$ cat src/rtl/sw_rx_fanout.sv
`default_nettype none
// ============================================================================
// Module   : sw_rx_fanout
// Function : GMII rx fan-out to PORT_NUM ports, gated only at frame boundaries.
//            Define SW_RX_FANOUT_STAT_EN to build per-port frame counters.
// Revision : 1.0  initial release
// ============================================================================
module sw_rx_fanout #(
    parameter int PORT_NUM    = 4,
    parameter int DATA_W      = 8,
    parameter int PIPE_STAGES = 1,
    parameter int CNT_W       = 16
) (
    input  logic                         I_125m_clk,
    input  logic                         I_rst_n,
    input  logic                         I_rx_gmii_dv,
    input  logic                         I_rx_gmii_err,
    input  logic [DATA_W-1:0]            I_rx_gmii_d,
    input  logic                         I_mode,
    input  logic [3:0]                   I_port_sel,
    input  logic [PORT_NUM-1:0]          I_port_en,
    input  logic                         I_cnt_clr,
    output logic [PORT_NUM-1:0]          O_rx_gmii_dv,
    output logic [PORT_NUM-1:0]          O_rx_gmii_err,
    output logic [PORT_NUM*DATA_W-1:0]   O_rx_gmii_d,
    output logic [PORT_NUM*CNT_W-1:0]    O_frm_cnt,
    output logic [PORT_NUM*CNT_W-1:0]    O_err_frm_cnt
);

    localparam int c_GATE_W = PORT_NUM * (DATA_W + 2);

    typedef enum logic [1:0] {
        ST_IDLE = 2'd0,
        ST_PASS = 2'd1,
        ST_DROP = 2'd2
    } state_t;

    logic                       r_dv_d;
    logic                       w_start;
    logic [PORT_NUM-1:0]        w_eff_en;
    logic [PORT_NUM-1:0]        w_fwd;
    logic [PORT_NUM-1:0]        w_gate_dv;
    logic [PORT_NUM-1:0]        w_gate_err;
    logic [PORT_NUM*DATA_W-1:0] w_gate_d;
    logic [c_GATE_W-1:0]        r_pipe [PIPE_STAGES];

    // dv_d resets high so a frame still active at reset release is never joined
    always_ff @(posedge I_125m_clk) begin
        if (!I_rst_n) r_dv_d <= 1'b1;
        else          r_dv_d <= I_rx_gmii_dv;
    end

    assign w_start = I_rx_gmii_dv & ~r_dv_d;

    generate
        for (genvar i = 0; i < PORT_NUM; i++) begin : g_port
            state_t r_state;

            assign w_eff_en[i]  = I_port_en[i] & (~I_mode | (I_port_sel == 4'(i)));
            assign w_fwd[i]     = I_rx_gmii_dv & ((r_state == ST_PASS) |
                                  ((r_state == ST_IDLE) & w_start & w_eff_en[i]));
            assign w_gate_dv[i]  = w_fwd[i];
            assign w_gate_err[i] = w_fwd[i] & I_rx_gmii_err;
            assign w_gate_d[i*DATA_W +: DATA_W] = w_fwd[i] ? I_rx_gmii_d : '0;

            always_ff @(posedge I_125m_clk) begin
                if (!I_rst_n)                r_state <= ST_IDLE;
                else if (!I_rx_gmii_dv)      r_state <= ST_IDLE;
                else if (r_state == ST_IDLE) r_state <= (w_start && w_eff_en[i]) ? ST_PASS : ST_DROP;
            end

`ifdef SW_RX_FANOUT_STAT_EN
            logic             r_err_seen;
            logic [CNT_W-1:0] r_frm_cnt;
            logic [CNT_W-1:0] r_err_cnt;
            logic             w_frm_end;

            assign w_frm_end = (r_state == ST_PASS) & ~I_rx_gmii_dv;

            always_ff @(posedge I_125m_clk) begin
                if (!I_rst_n) begin
                    r_err_seen <= 1'b0;
                    r_frm_cnt  <= '0;
                    r_err_cnt  <= '0;
                end else begin
                    // sticky across the forwarded cycles, cleared once forwarding stops
                    r_err_seen <= w_fwd[i] & (r_err_seen | I_rx_gmii_err);
                    if (I_cnt_clr) begin
                        r_frm_cnt <= '0;
                        r_err_cnt <= '0;
                    end else if (w_frm_end) begin
                        r_frm_cnt <= r_frm_cnt + 1'b1;
                        if (r_err_seen) r_err_cnt <= r_err_cnt + 1'b1;
                    end
                end
            end

            assign O_frm_cnt[i*CNT_W +: CNT_W]     = r_frm_cnt;
            assign O_err_frm_cnt[i*CNT_W +: CNT_W] = r_err_cnt;
`endif
        end
    endgenerate

`ifndef SW_RX_FANOUT_STAT_EN
    logic w_unused_cnt_clr;
    assign w_unused_cnt_clr = I_cnt_clr;
    assign O_frm_cnt        = '0;
    assign O_err_frm_cnt    = '0;
`endif

    always_ff @(posedge I_125m_clk) begin
        if (!I_rst_n) begin
            for (int s = 0; s < PIPE_STAGES; s++) r_pipe[s] <= '0;
        end else begin
            r_pipe[0] <= {w_gate_dv, w_gate_err, w_gate_d};
            for (int s = 1; s < PIPE_STAGES; s++) r_pipe[s] <= r_pipe[s-1];
        end
    end

    assign {O_rx_gmii_dv, O_rx_gmii_err, O_rx_gmii_d} = r_pipe[PIPE_STAGES-1];

endmodule
`default_nettype wire

$ cat config.mk
export PLATFORM = sky130hd
export DESIGN_NAME = sw_rx_fanout
export DESIGN_NICKNAME = d
export VERILOG_FILES = /design/src/rtl/sw_rx_fanout.sv
export SDC_FILE = /design/constraint.sdc
export NUM_CORES = 1
export LEC_CHECK = 0
export ABC_AREA = 0
export BUFFER_PORTS_ARGS = -buffer_cell sky130_fd_sc_hd__buf_2
export CAP_MARGIN = 40
export CORE_AREA = 2 2 78 80
export CTS_BUF_LIST = sky130_fd_sc_hd__clkbuf_4 sky130_fd_sc_hd__clkbuf_8
export CTS_CLUSTER_DIAMETER = 30
export DETAILED_ROUTE_END_ITERATION = 10
export DIE_AREA = 0 0 80 82
export GPL_TIMING_DRIVEN = 0
export PLACE_DENSITY = 0.83
export SYNTH_ARGS = -nofsm -noshare
export SYNTH_HDL_FRONTEND = slang
export SYNTH_SLANG_ARGS = --single-unit
$ cat constraint.sdc
create_clock -name I_125m_clk -period 2.3 [get_ports I_125m_clk]
set_clock_uncertainty 0.2 [all_clocks]
set_input_delay 0.46 -clock I_125m_clk [delete_from_list [all_inputs] [get_ports I_125m_clk]]
set_output_delay 0.46 -clock I_125m_clk [all_outputs]
set_load 0.005 [all_outputs]
==> reports/results.md, run 1 <==
| Quantity | Reported | Unit |
|---|---|---|
| Sequence of cells on the critical path | and4bb_2, o21ai_1, buf_2, a21oi_1 | - |
| Fraction of synthesized area in multiplexers | 0 | % |
| Largest delay contributor family on the critical path | flip-flops | - |
| Clock network latency to the later pin of the worst-skew pair | 300 | ps |
| Total number of vias | 1911 | - |
| Setup repair after global routing missed its margin | false | - |
| # port buffers | 60 | - |
| Pins Over Slew Limit | 0 | - |
| Routed Antenna Nets | 0 | - |
| Number of warnings issued by yosys | 0 | - |
| Layout area overhead | 39.7 | % |
| Power per cell area | 487 | nW/um^2 |
| Portion of the post-synthesis area used by sequential elements | 40.3 | % |
| Starting density of the core | 42.4 | % |
| Number of synthesized flops with an enable pin | 0 | - |
| Die boundary width | 80 | um |
| Classification of the worst-slack hold path | in -> reg | - |
| First-pass detailed-route iteration total | 4 | - |
| Setup TNS | 0 | ps |
| Share of cells above drive strength 1 | 44.8 | % |
| Fraction of synthesized cell area in xor and xnor cells | 0 | % |
| Number of setup buffers added after CTS | 0 | - |
| Resize count post-CTS | 0 | - |
| Dominant cells by area after synthesis | dfxtp_1 (40%), buf_4 (40%), a21oi_1 (7.2%) | - |
| Number of register bits inferred by synthesis | 49 | - |
| Area of the mapped netlist | 2430 | sq um |
| Start point of the worst min-delay path | I_rst_n | - |
| Adder-cell share of the synthesized area | 0 | % |
| Share of the synthesized area in compound gates (AO/OA/AOI/OAI) | 8.48 | % |
| DRC errors left | 0 | - |
| Count of routing violations after the opening detailed-route iteration | 82 | - |
| CP peak stage delay | 390 | ps |
| Syn avg cell area | 9.11 | sq um |
| DR vias/cell | 3.56 | - |
| Max Freq | 664 | MHz |
| CTS clk-pin slew, worst paths | 90 | ps |
| Startpoint types | register | - |
| Final-layout fill cell count | 521 | - |
| Unique masters post-synth | 18 | - |
| Portion of synthesized cell area occupied by the leading cell type | 40.3 | % |
| Worst supply voltage drop on vdd | 0.349 | mV |
| Clock period minus worst slack | 1510 | ps |
| Startpoint of the worst register-to-register path | r_dv_d | - |
| Pin count of the biggest net entering global routing | 16 | - |
| Wire length of the first global-routing pass | 7.33 | mm |
| Arrival @ worst endpoint | 1470 | ps |
| Max capacitance violation total | 0 | - |
| Largest family of logic cells by synthesized area | buffers and inverters | - |
| Outcome | complete, no violations | - |
| Critical Path End Type | register | - |
| # nets final | 483 | - |
| Diode count | 0 | - |
| Area of placed instances | 3300 | sq um |
| Top-level port count | 190 | - |
| Synthesized instance count | 267 | - |
| Slowest stage cell on the critical path | dfxtp_1 | - |
| Worst-path fanout max | 10 | - |
| Most used flip-flop cell after synthesis | dfxtp_1 | - |
| Ys async rst share | 0 | % |
| Synth top cells by count | buf_4 (129), dfxtp_1 (49), a21oi_1 (35), nor2_1 (11), nand2_1 (10) | - |
| Wire length after detailed routing | 5.10 | mm |
| Estimated wirelength of the detail-placed design | 4.18 | mm |
| Startpoint of the most critical setup path | r_dv_d | - |
| Total CTS buffers | 5 | - |
| Placeable core area | 5750 | sq um |
| Final setup violation count | 0 | - |
| Total GRT Usage | 14.3 | % |
| Final clock period utilization by the worst path | 65.4 | % |
| Buffer levels on the longest clock path | 2 | - |
| Post-route cell area | 3400 | sq um |
| Category of the critical setup timing path | reg -> reg | - |
| Number of levels in the clock H-tree | 2 | - |
| Cell taking the most area after synthesis | dfxtp_1 | - |
| Num rows | 28 | - |
| Most frequent cell after synthesis | buf_4 | - |
| Final number of hold-violating endpoints | 0 | - |
| Die boundary height | 82 | um |
| Average wire per standard cell | 9.50 | um |
| TritonCTS Sinks | 49 | - |
| Number of global-route vias before repair | 1690 | - |
| Static leakage | 1.99 | nW |
| Simple-Gate Fraction of Synth Area | 9.10 | % |
| Cell at the root of the clock tree | clkbuf_8 | - |
| Number of buffers and inverters on the critical path | 1 | - |
| Count of hold-fix buffers inserted at cts | 0 | - |
| TritonCTS clock tree | built | - |
| Number of antenna violations at the first check in global routing | 0 | - |
| Floorplan die area | 6560 | sq um |
| Routability Congestion | 0.723 | - |
| Data required time at the worst endpoint | 2270 | ps |
| GR Overflow Total | 0 | - |
[placed cells by master, fill, tap and decap left out, types with 4 or more instances in the layout]
| master | instances |
|---|---|
| conb_1 | 128 |
| nor2_1 | 11 |
| inv_1 | 4 |
| nand2b_1 | 4 |
| and4bb_2 | 5 |
| dfxtp_1 | 49 |
| a21oi_1 | 35 |
| buf_4 | 129 |
| nand2_1 | 10 |
| clkbuf_8 | 6 |
| buf_2 | 63 |
[cell type report]
class                           instances  area (sq um)  area share (%)
Inverter                                4          15.0           0.442
Clock inverter                          2          13.8           0.405
Tap cell                               75          93.8            2.76
Clock buffer                            6          82.6            2.43
Multi-Input combinational cell        205           908            26.7
Buffer                                136          1010            29.6
Timing Repair Buffer                   60           300            8.83
Sequential cell                        49           981            28.8
[stage by stage]
step	std cells	total power [W]	setup slack [ps]	hold slack (ps)	utilization (%)
2_1_floorplan	394	0.00111	882	226	-
3_3_place_gp	529	0.00114	618	234	57.5
3_5_place_dp	529	0.00114	601	240	57.5
4_1_cts	537	0.00165	822	141	59.2
5_1_grt	537	0.00173	724	152	59.2
6_report	537	0.00166	795	141	59.2
[report_power, final]
part	internal, W	total (W)	switching [W]	leakage, nW
clock network	0.000244	0.000515	0.000272	0.0512
logic	0.000165	0.000282	0.000118	1.55
registers	0.000856	0.000860	0.00000380	0.396
[cell families (layout without fill, tap and decap cells)]
family / Yosys count / after routing
compound gates: 39 / 39
buf+inv: 140 / 208
flops: 49 / 49
other cells: 1 / 128
simple gates: 38 / 38
[worst reg2reg max path: stages, from the launching register on]
cell      delay (ps)
dfxtp_1          390
and4bb_2         260
o21ai_1          140
buf_2            280
a21oi_1          100
[state kept, by name, indices dropped and copies added, names as in the netlist]
name            count
g_port.r_state      8
r_pipe             40
r_dv_d              1
[metal layers]
metal  vias up  share of wire [%]  track usage [%]
met5         -                  0                0
met1       821                 35             14.0
met3         5                9.1             3.41
met4         0                1.5             7.12
li1        981                  -                -
met2       104                 54             27.8
[final timing paths]
| path | depth (start not counted) | endpoint | slack, ps |
|---|---|---|---|
| worst max register to register | 4 | r_pipe[0][11] | 790 |
| worst min register to register | 2 | g_port[1].r_state[0] | 250 |
| worst min-delay path | 2 | r_dv_d | 140 |
| worst max-delay path | 4 | r_pipe[0][11] | 790 |
No activity file was read; power rests on OpenSTA's default activity.
==> run 2: changes to the inputs <==
CORE_AREA = 2 2 81 83   (was 2 2 78 80)
DIE_AREA = 0 0 83 85   (was 0 0 80 82)
PLACE_DENSITY = 0.77   (was 0.83)
clock period = 1.5 ns   (was 2.3 ns; I/O delays follow)
==> reports/results.md, run 2 (same netlist as run 1, synthesis figures left out) <==
| Quantity | Reported | Unit | vs previous |
|---|---|---|---|
| Register-to-register setup slack | 60 | ps | was 790 ps |
| Starting density of the core | 39.2 | % | was 42.4% |
| Num rows | 29 | - | was 28 |
| Max capacitance violation total | 0 | - | unchanged |
| Sw frac | 21.7 | % | was 23.7% |
| DR vias/cell | 3.54 | - | was 3.56 |
| Worst Reg2Reg Path Length in Cells | 4 | - | unchanged |
| # nets final | 484 | - | was 483 |
| Final-layout fill cell count | 564 | - | was 521 |
| Die boundary width | 83 | um | was 80 um |
| Classification of the worst-slack hold path | in -> reg | - | unchanged |
| Worst R2R End | r_pipe[0][37] | - | was r_pipe[0][11] |
| Largest registers | r_pipe (40), g_port.r_state (8), r_dv_d (1) | - | unchanged |
| Setup repair after global routing missed its margin | false | - | unchanged |
| Final setup violation count | 0 | - | unchanged |
| # port buffers | 60 | - | unchanged |
| Slew Limit Headroom | 63.2 | % |  |
| TritonCTS clock tree | built | - | unchanged |
| Area of placed instances | 3310 | sq um | was 3300 sq um |
| Layout area overhead | 41.4 | % | was 39.7% |
| Arrival @ worst endpoint | 1410 | ps | was 1470 ps |
| Total number of vias | 1913 | - | was 1911 |
| Proportion of power drawn by combinational gates | 16.0 | % | was 17.0% |
| Estimated wirelength of the detail-placed design | 4.23 | mm | was 4.18 mm |
| Startpoint of the worst register-to-register path | r_dv_d | - | unchanged |
| Top-level port count | 190 | - | unchanged |
| Number of antenna violations at the first check in global routing | 0 | - | unchanged |
| Critical Path End Type | register | - | unchanged |
| Largest delay contributor family on the critical path | flip-flops | - | unchanged |
| Number of levels in the clock H-tree | 2 | - | unchanged |
| Setup TNS | 0 | ps | unchanged |
| GR Overflow Total | 0 | - | unchanged |
| Core utilization of the finished layout | 55.5 | % | was 59.2% |
| Commonest non-fill, non-tap cell in the layout | buf_4 | - | unchanged |
| Static leakage | 2.01 | nW | was 1.99 nW |
| Number of non-filler instances in the completed layout | 540 | - | was 537 |
| Most congested layer reported by global routing | met2 | - | unchanged |
| Number of buffers and inverters on the critical path | 1 | - | unchanged |
| Average wire per standard cell | 9.49 | um | was 9.50 um |
| Routability Congestion | 0.677 | - | was 0.723 |
| Diode count | 0 | - | unchanged |
| Worst hold path endpoint | r_dv_d | - | unchanged |
| Number of global-route vias before repair | 1774 | - | was 1690 |
| Met1 GRT Util | 13.9 | % | was 14.0% |
| Total CTS buffers | 5 | - | unchanged |
| Floorplan die area | 7060 | sq um | was 6560 sq um |
| Post-route cell area | 3440 | sq um | was 3400 sq um |
| Net switching power | 0.000589 | W | was 0.000394 W |
| Met2 GRT Util | 27.0 | % | was 27.8% |
| Number of setup buffers added after CTS | 0 | - | unchanged |
| First-pass detailed-route iteration total | 4 | - | unchanged |
| Max FFs per register | 40 | - | unchanged |
| Final clock period utilization by the worst path | 96.2 | % | was 65.4% |
| Part of the total power dissipated in sequential elements | 48.5 | % | was 51.9% |
| CP peak stage delay | 370 | ps | was 390 ps |
| Commonest cells after routing, fill and taps aside | buf_4 (130), conb_1 (128), buf_2 (61), dfxtp_1 (49), a21oi_1 (35) | - | was buf_4 (129), conb_1 (128), buf_2 (63), dfxtp_1 (49), a21oi_1 (35) |
| Power per cell area | 789 | nW/um^2 | was 487 nW/um^2 |
| Routed Antenna Nets | 0 | - | unchanged |
| Number of cells after detailed placement | 531 | - | was 529 |
| Part of the power in the clock network | 35.5 | % | was 31.1% |
| Slowest stage cell on the critical path | dfxtp_1 | - | unchanged |
| TritonCTS Sinks | 49 | - | unchanged |
| Startpoint types | register | - | unchanged |
| Worst-path fanout max | 10 | - | unchanged |
| Final number of hold-violating endpoints | 0 | - | unchanged |
| Total GRT Usage | 13.9 | % | was 14.3% |
| CTS clk-pin slew, worst paths | 80 | ps | was 90 ps |
| Data required time at the worst endpoint | 1460 | ps | was 2270 ps |
| Die boundary height | 85 | um | was 82 um |
| Most flops, register | r_pipe | - | unchanged |
| Count of routing violations after the opening detailed-route iteration | 47 | - | was 82 |
| P_int | 0.00213 | W | was 0.00126 W |
| Wire length after detailed routing | 5.12 | mm | was 5.10 mm |
| Worst supply voltage drop on vdd | 0.670 | mV | was 0.349 mV |
| Max Freq | 693 | MHz | was 664 MHz |
| Share of cells above drive strength 1 | 44.7 | % | was 44.8% |
| Start point of the worst min-delay path | I_rx_gmii_dv | - | was I_rst_n |
| Outcome | complete, no violations | - | unchanged |
| Pins Over Slew Limit | 0 | - | unchanged |
| Pin count of the biggest net entering global routing | 15 | - | was 16 |
| Hold path depth | 2 | - | unchanged |
| Clock network latency to the later pin of the worst-skew pair | 300 | ps | about the same |
| Sequence of cells on the critical path | and4bb_2, o21ai_1, clkbuf_4, a21oi_1 | - | was and4bb_2, o21ai_1, buf_2, a21oi_1 |
| DRC errors left | 0 | - | unchanged |
| Slew of the pin with the lowest slew margin | 552 | ps |  |
| Met3 layer usage reported by global route | 3.40 | % | was 3.41% |
| Cell at the root of the clock tree | clkbuf_8 | - | unchanged |
| Wire length of the first global-routing pass | 7.92 | mm | was 7.33 mm |
| Category of the critical setup timing path | reg -> reg | - | unchanged |
| Placeable core area | 6200 | sq um | was 5750 sq um |
| Clock period minus worst slack | 1440 | ps | was 1510 ps |
| Buffer levels on the longest clock path | 2 | - | unchanged |
-- run 2: final cells by class --
cell class | instances | area [sq um] | share of cell area, %
plain buffers | 136 | 1010 | 29.4
clock buffers | 7 | 90.1 | 2.62
clock inverters | 1 | 30.0 | 0.872
inverters | 4 | 15.0 | 0.436
multi-input cells | 205 | 908 | 26.4
flip-flops and latches | 49 | 981 | 28.5
well taps | 77 | 96.3 | 2.80
repair buffers | 61 | 310 | 9.01
-- run 2: power by group through the flow --
stage	registers, W	clock network (W)	logic [W]
2_1_floorplan	0.00135	0	0.000356
3_3_place_gp	0.00135	0	0.000404
3_5_place_dp	0.00135	0	0.000406
4_1_cts	0.00132	0.000984	0.000409
5_1_grt	0.00132	0.00102	0.000479
6_report	0.00132	0.000965	0.000434
-- run 2: worst max-delay path by stage --
stage,start,cells after the start,to
3_3_place_gp,I_port_sel[1],5,r_pipe[0][14]
5_1_grt,r_dv_d,4,r_pipe[0][12]
6_report,r_dv_d,4,r_pipe[0][37]
4_1_cts,r_dv_d,4,r_pipe[0][11]
3_5_place_dp,I_port_sel[0],5,r_pipe[0][17]
2_1_floorplan,I_port_sel[0],4,r_pipe[0][36]
-- run 2: worst reg2reg max path, delay by kind of cell (launching register included) --
kind | cells | cell delay, ps
DFF | 1 | 370
buffers and inverters | 1 | 260
and+or+nand+nor | 1 | 250
AOI/OAI and AO/OA | 2 | 220
-- run 2: routing by layer --
metal	vias up	routed length (um)	share of wire, %
met5	-	0	0
met2	108	2770	54
met3	8	460	9.0
li1	987	-	-
met1	810	1810	35
met4	0	88	1.7
-- run 2: what timing repair did --
action | CTS | global route
hold buffers | 1 | 0
setup endpoints to repair | 0 | 19
resized for setup | 0 | 3
hold endpoints to repair | 1 | 0
-- run 2: stage by stage --
| step | setup slack (ps) | power, W | hold slack, ps |
|---|---|---|---|
| 2_1_floorplan | 242 | 0.00170 | 173 |
| 3_3_place_gp | -35.9 | 0.00175 | 234 |
| 3_5_place_dp | -54.5 | 0.00176 | 242 |
| 4_1_cts | 31.9 | 0.00271 | 47.6 |
| 5_1_grt | 5.58 | 0.00282 | 95.4 |
| 6_report | 56.5 | 0.00272 | 56.1 |
==> run 3: changes to the inputs <==
CELL_PAD_IN_SITES_DETAIL_PLACEMENT = 0   (was default)
CELL_PAD_IN_SITES_GLOBAL_PLACEMENT = 2   (was default)
CORE_AREA = 2 2 111 113   (was 2 2 81 83)
DIE_AREA = 0 0 113 115   (was 0 0 83 85)
PLACE_DENSITY = 0.78   (was 0.77)
==> reports/results.md, run 3 (same netlist as run 1, synthesis figures left out) <==
| Quantity | Reported | Unit | vs previous |
|---|---|---|---|
| Min Hold Slack | 61.1 | ps | was 56.1 ps |
| Number of levels in the clock H-tree | 2 | - | unchanged |
| Final-layout fill cell count | 1283 | - | was 564 |
| Static leakage | 2.01 | nW | about the same |
| Hold path depth | 2 | - | unchanged |
| Wire length after detailed routing | 5.59 | mm | was 5.12 mm |
| Category of the critical setup timing path | reg -> reg | - | unchanged |
| First-pass detailed-route iteration total | 7 | - | was 4 |
| Die boundary height | 115 | um | was 85 um |
| P_int | 0.00211 | W | was 0.00213 W |
| Number of antenna violations at the first check in global routing | 0 | - | unchanged |
| Routability Congestion | 0.697 | - | was 0.677 |
| Startpoint of the worst register-to-register path | r_dv_d | - | unchanged |
| Arrival @ worst endpoint | 1390 | ps | was 1410 ps |
| Floorplan die area | 13000 | sq um | was 7060 sq um |
| Setup repair after global routing missed its margin | false | - | unchanged |
| Design Power | 0.00273 | W | was 0.00272 W |
| Clock period minus worst slack | 1400 | ps | was 1440 ps |
| Final number of hold-violating endpoints | 0 | - | unchanged |
| # nets final | 486 | - | was 484 |
| Worst hold path endpoint | r_dv_d | - | unchanged |
| Diode count | 0 | - | unchanged |
| Startpoint types | register | - | unchanged |
| Start point of the worst min-delay path | I_rx_gmii_dv | - | unchanged |
| Commonest cells after routing, fill and taps aside | buf_4 (131), conb_1 (128), buf_2 (63), dfxtp_1 (49), a21oi_1 (35) | - | was buf_4 (130), conb_1 (128), buf_2 (61), dfxtp_1 (49), a21oi_1 (35) |
| Average wire per standard cell | 9.13 | um | was 9.49 um |
| Slew Limit Headroom | 64.5 | % | was 63.2% |
| Violations in the final reports | design-rule violations | - |  |
| Max capacitance violation total | 0 | - | unchanged |
| Largest registers | r_pipe (40), g_port.r_state (8), r_dv_d (1) | - | unchanged |
| Pins Over Slew Limit | 0 | - | unchanged |
| GR Overflow Total | 0 | - | unchanged |
| Startpoint of the most critical setup path | r_dv_d | - | unchanged |
| Max Freq | 714 | MHz | was 693 MHz |
| Buffer levels on the longest clock path | 2 | - | unchanged |
| Outcome | finished with violations | - | was complete, no violations |
| Total GRT Usage | 7.53 | % | was 13.9% |
| Worst-path fanout max | 10 | - | unchanged |
| Part of the power in the clock network | 35.7 | % | was 35.5% |
| Layout area overhead | 45.8 | % | was 41.4% |
| Final clock period utilization by the worst path | 93.3 | % | was 96.2% |
| Worst Reg2Reg Path Length in Cells | 4 | - | unchanged |
| Count of routing violations after the opening detailed-route iteration | 92 | - | was 47 |
| Top-level port count | 190 | - | unchanged |
| Placeable core area | 11800 | sq um | was 6200 sq um |
| Sw frac | 22.6 | % | was 21.7% |
| Number of setup buffers added after CTS | 0 | - | unchanged |
| Cell at the root of the clock tree | clkbuf_8 | - | unchanged |
| Data required time at the worst endpoint | 1490 | ps | was 1460 ps |
| Part of the total power dissipated in sequential elements | 48.4 | % | was 48.5% |
| Total area of sequential cells | 981 | sq um | unchanged |
| Routed Antenna Nets | 0 | - | unchanged |
| Number of cells after detailed placement | 601 | - | was 531 |
| Most flops, register | r_pipe | - | unchanged |
| Pin count of the biggest net entering global routing | 16 | - | was 15 |
| Num rows | 40 | - | was 29 |
| Worst supply voltage drop on vdd | 0.284 | mV | was 0.670 mV |
| Total area of multi-input combinational cells | 916 | sq um | was 908 sq um |
| TritonCTS clock tree | built | - | unchanged |
| Worst R2R End | r_pipe[0][5] | - | was r_pipe[0][37] |
| # port buffers | 60 | - | unchanged |
| Share of cells above drive strength 1 | 45.4 | % | was 44.7% |
| Die boundary width | 113 | um | was 83 um |
| Slew of the pin with the lowest slew margin | 532 | ps | was 552 ps |
| CTS clk-pin slew, worst paths | 90 | ps | was 80 ps |
| Max FFs per register | 40 | - | unchanged |
| Number of global-route vias before repair | 1716 | - | was 1774 |
| Proportion of power drawn by combinational gates | 15.9 | % | was 16.0% |
| Classification of the worst-slack hold path | in -> reg | - | unchanged |
| Net switching power | 0.000616 | W | was 0.000589 W |
| Commonest non-fill, non-tap cell in the layout | buf_4 | - | unchanged |
| Final setup violation count | 0 | - | unchanged |
| Clock network latency to the later pin of the worst-skew pair | 300 | ps | about the same |
| Wire length of the first global-routing pass | 8.00 | mm | was 7.92 mm |
| Total number of vias | 1921 | - | was 1913 |
| Register-to-register setup slack | 100 | ps | was 60 ps |
| Critical Path End Type | register | - | unchanged |
| Total CTS buffers | 5 | - | unchanged |
| Starting density of the core | 20.6 | % | was 39.2% |
| Estimated wirelength of the detail-placed design | 4.43 | mm | was 4.23 mm |
| DRC errors left | 10 | - | was 0 |
| Power per cell area | 768 | nW/um^2 | was 789 nW/um^2 |
| DR vias/cell | 3.14 | - | was 3.54 |
| TritonCTS Sinks | 49 | - | unchanged |
| Number of non-filler instances in the completed layout | 612 | - | was 540 |
-- run 3: worst max-delay path by stage --
stage / cells past startpoint / end
3_3_place_gp: 5 / r_pipe[0][29]
3_5_place_dp: 5 / r_pipe[0][35]
4_1_cts: 4 / r_pipe[0][37]
5_1_grt: 4 / r_pipe[0][21]
6_report: 4 / r_pipe[0][5]
2_1_floorplan: 4 / r_pipe[0][36]
-- run 3: final cells by class --
type	instances	share of cell area (%)
Buffer	136	28.5
Sequential cell	49	27.7
Multi-Input combinational cell	205	25.8
Timing Repair Buffer	63	9.03
Tap cell	147	5.19
Clock buffer	6	2.33
Clock inverter	2	1.06
Inverter	4	0.423
-- run 3: critical path: stages, from the launching register on --
cell and delay [ps]:
dfxtp_1 370, and4bb_2 260, a21oi_1 210, buf_6 200, nor2_1 60
-- run 3: per-stage QoR --
step	utilization [%]	instance area, sq um	setup slack, ps	setup TNS, ps
2_1_floorplan	-	2910	242	0
3_3_place_gp	28.7	3390	-99.0	-1600
3_5_place_dp	28.7	3390	-96.2	-1270
4_1_cts	29.8	3520	39.8	0
5_1_grt	30.0	3550	4.42	0
6_report	30.0	3550	100	0
-- run 3: timing repair --
item / 4_1_cts / 5_1_grt
endpoints found under the setup margin: 0 / 30
hold buffers: 1 / 0
endpoints found under the hold margin: 1 / 0
gates resized for setup: 0 / 8
-- run 3: per-layer routing --
metal	wire length, um	GRT usage [%]	vias up
li1	-	-	991
met1	2090	8.86	815
met2	2820	13.4	106
met3	591	2.00	9
met4	89	2.44	0
met5	0	0	-
-- run 3: power by group through the flow --
| stage | logic, W | clock network (W) | registers (W) |
|---|---|---|---|
| after global placement | 0.000408 | 0 | 0.00135 |
| after detailed placement | 0.000409 | 0 | 0.00135 |
| after CTS | 0.000411 | 0.000994 | 0.00132 |
| after global routing | 0.000483 | 0.00105 | 0.00132 |
| final | 0.000434 | 0.000973 | 0.00132 |
| after floorplan | 0.000356 | 0 | 0.00135 |
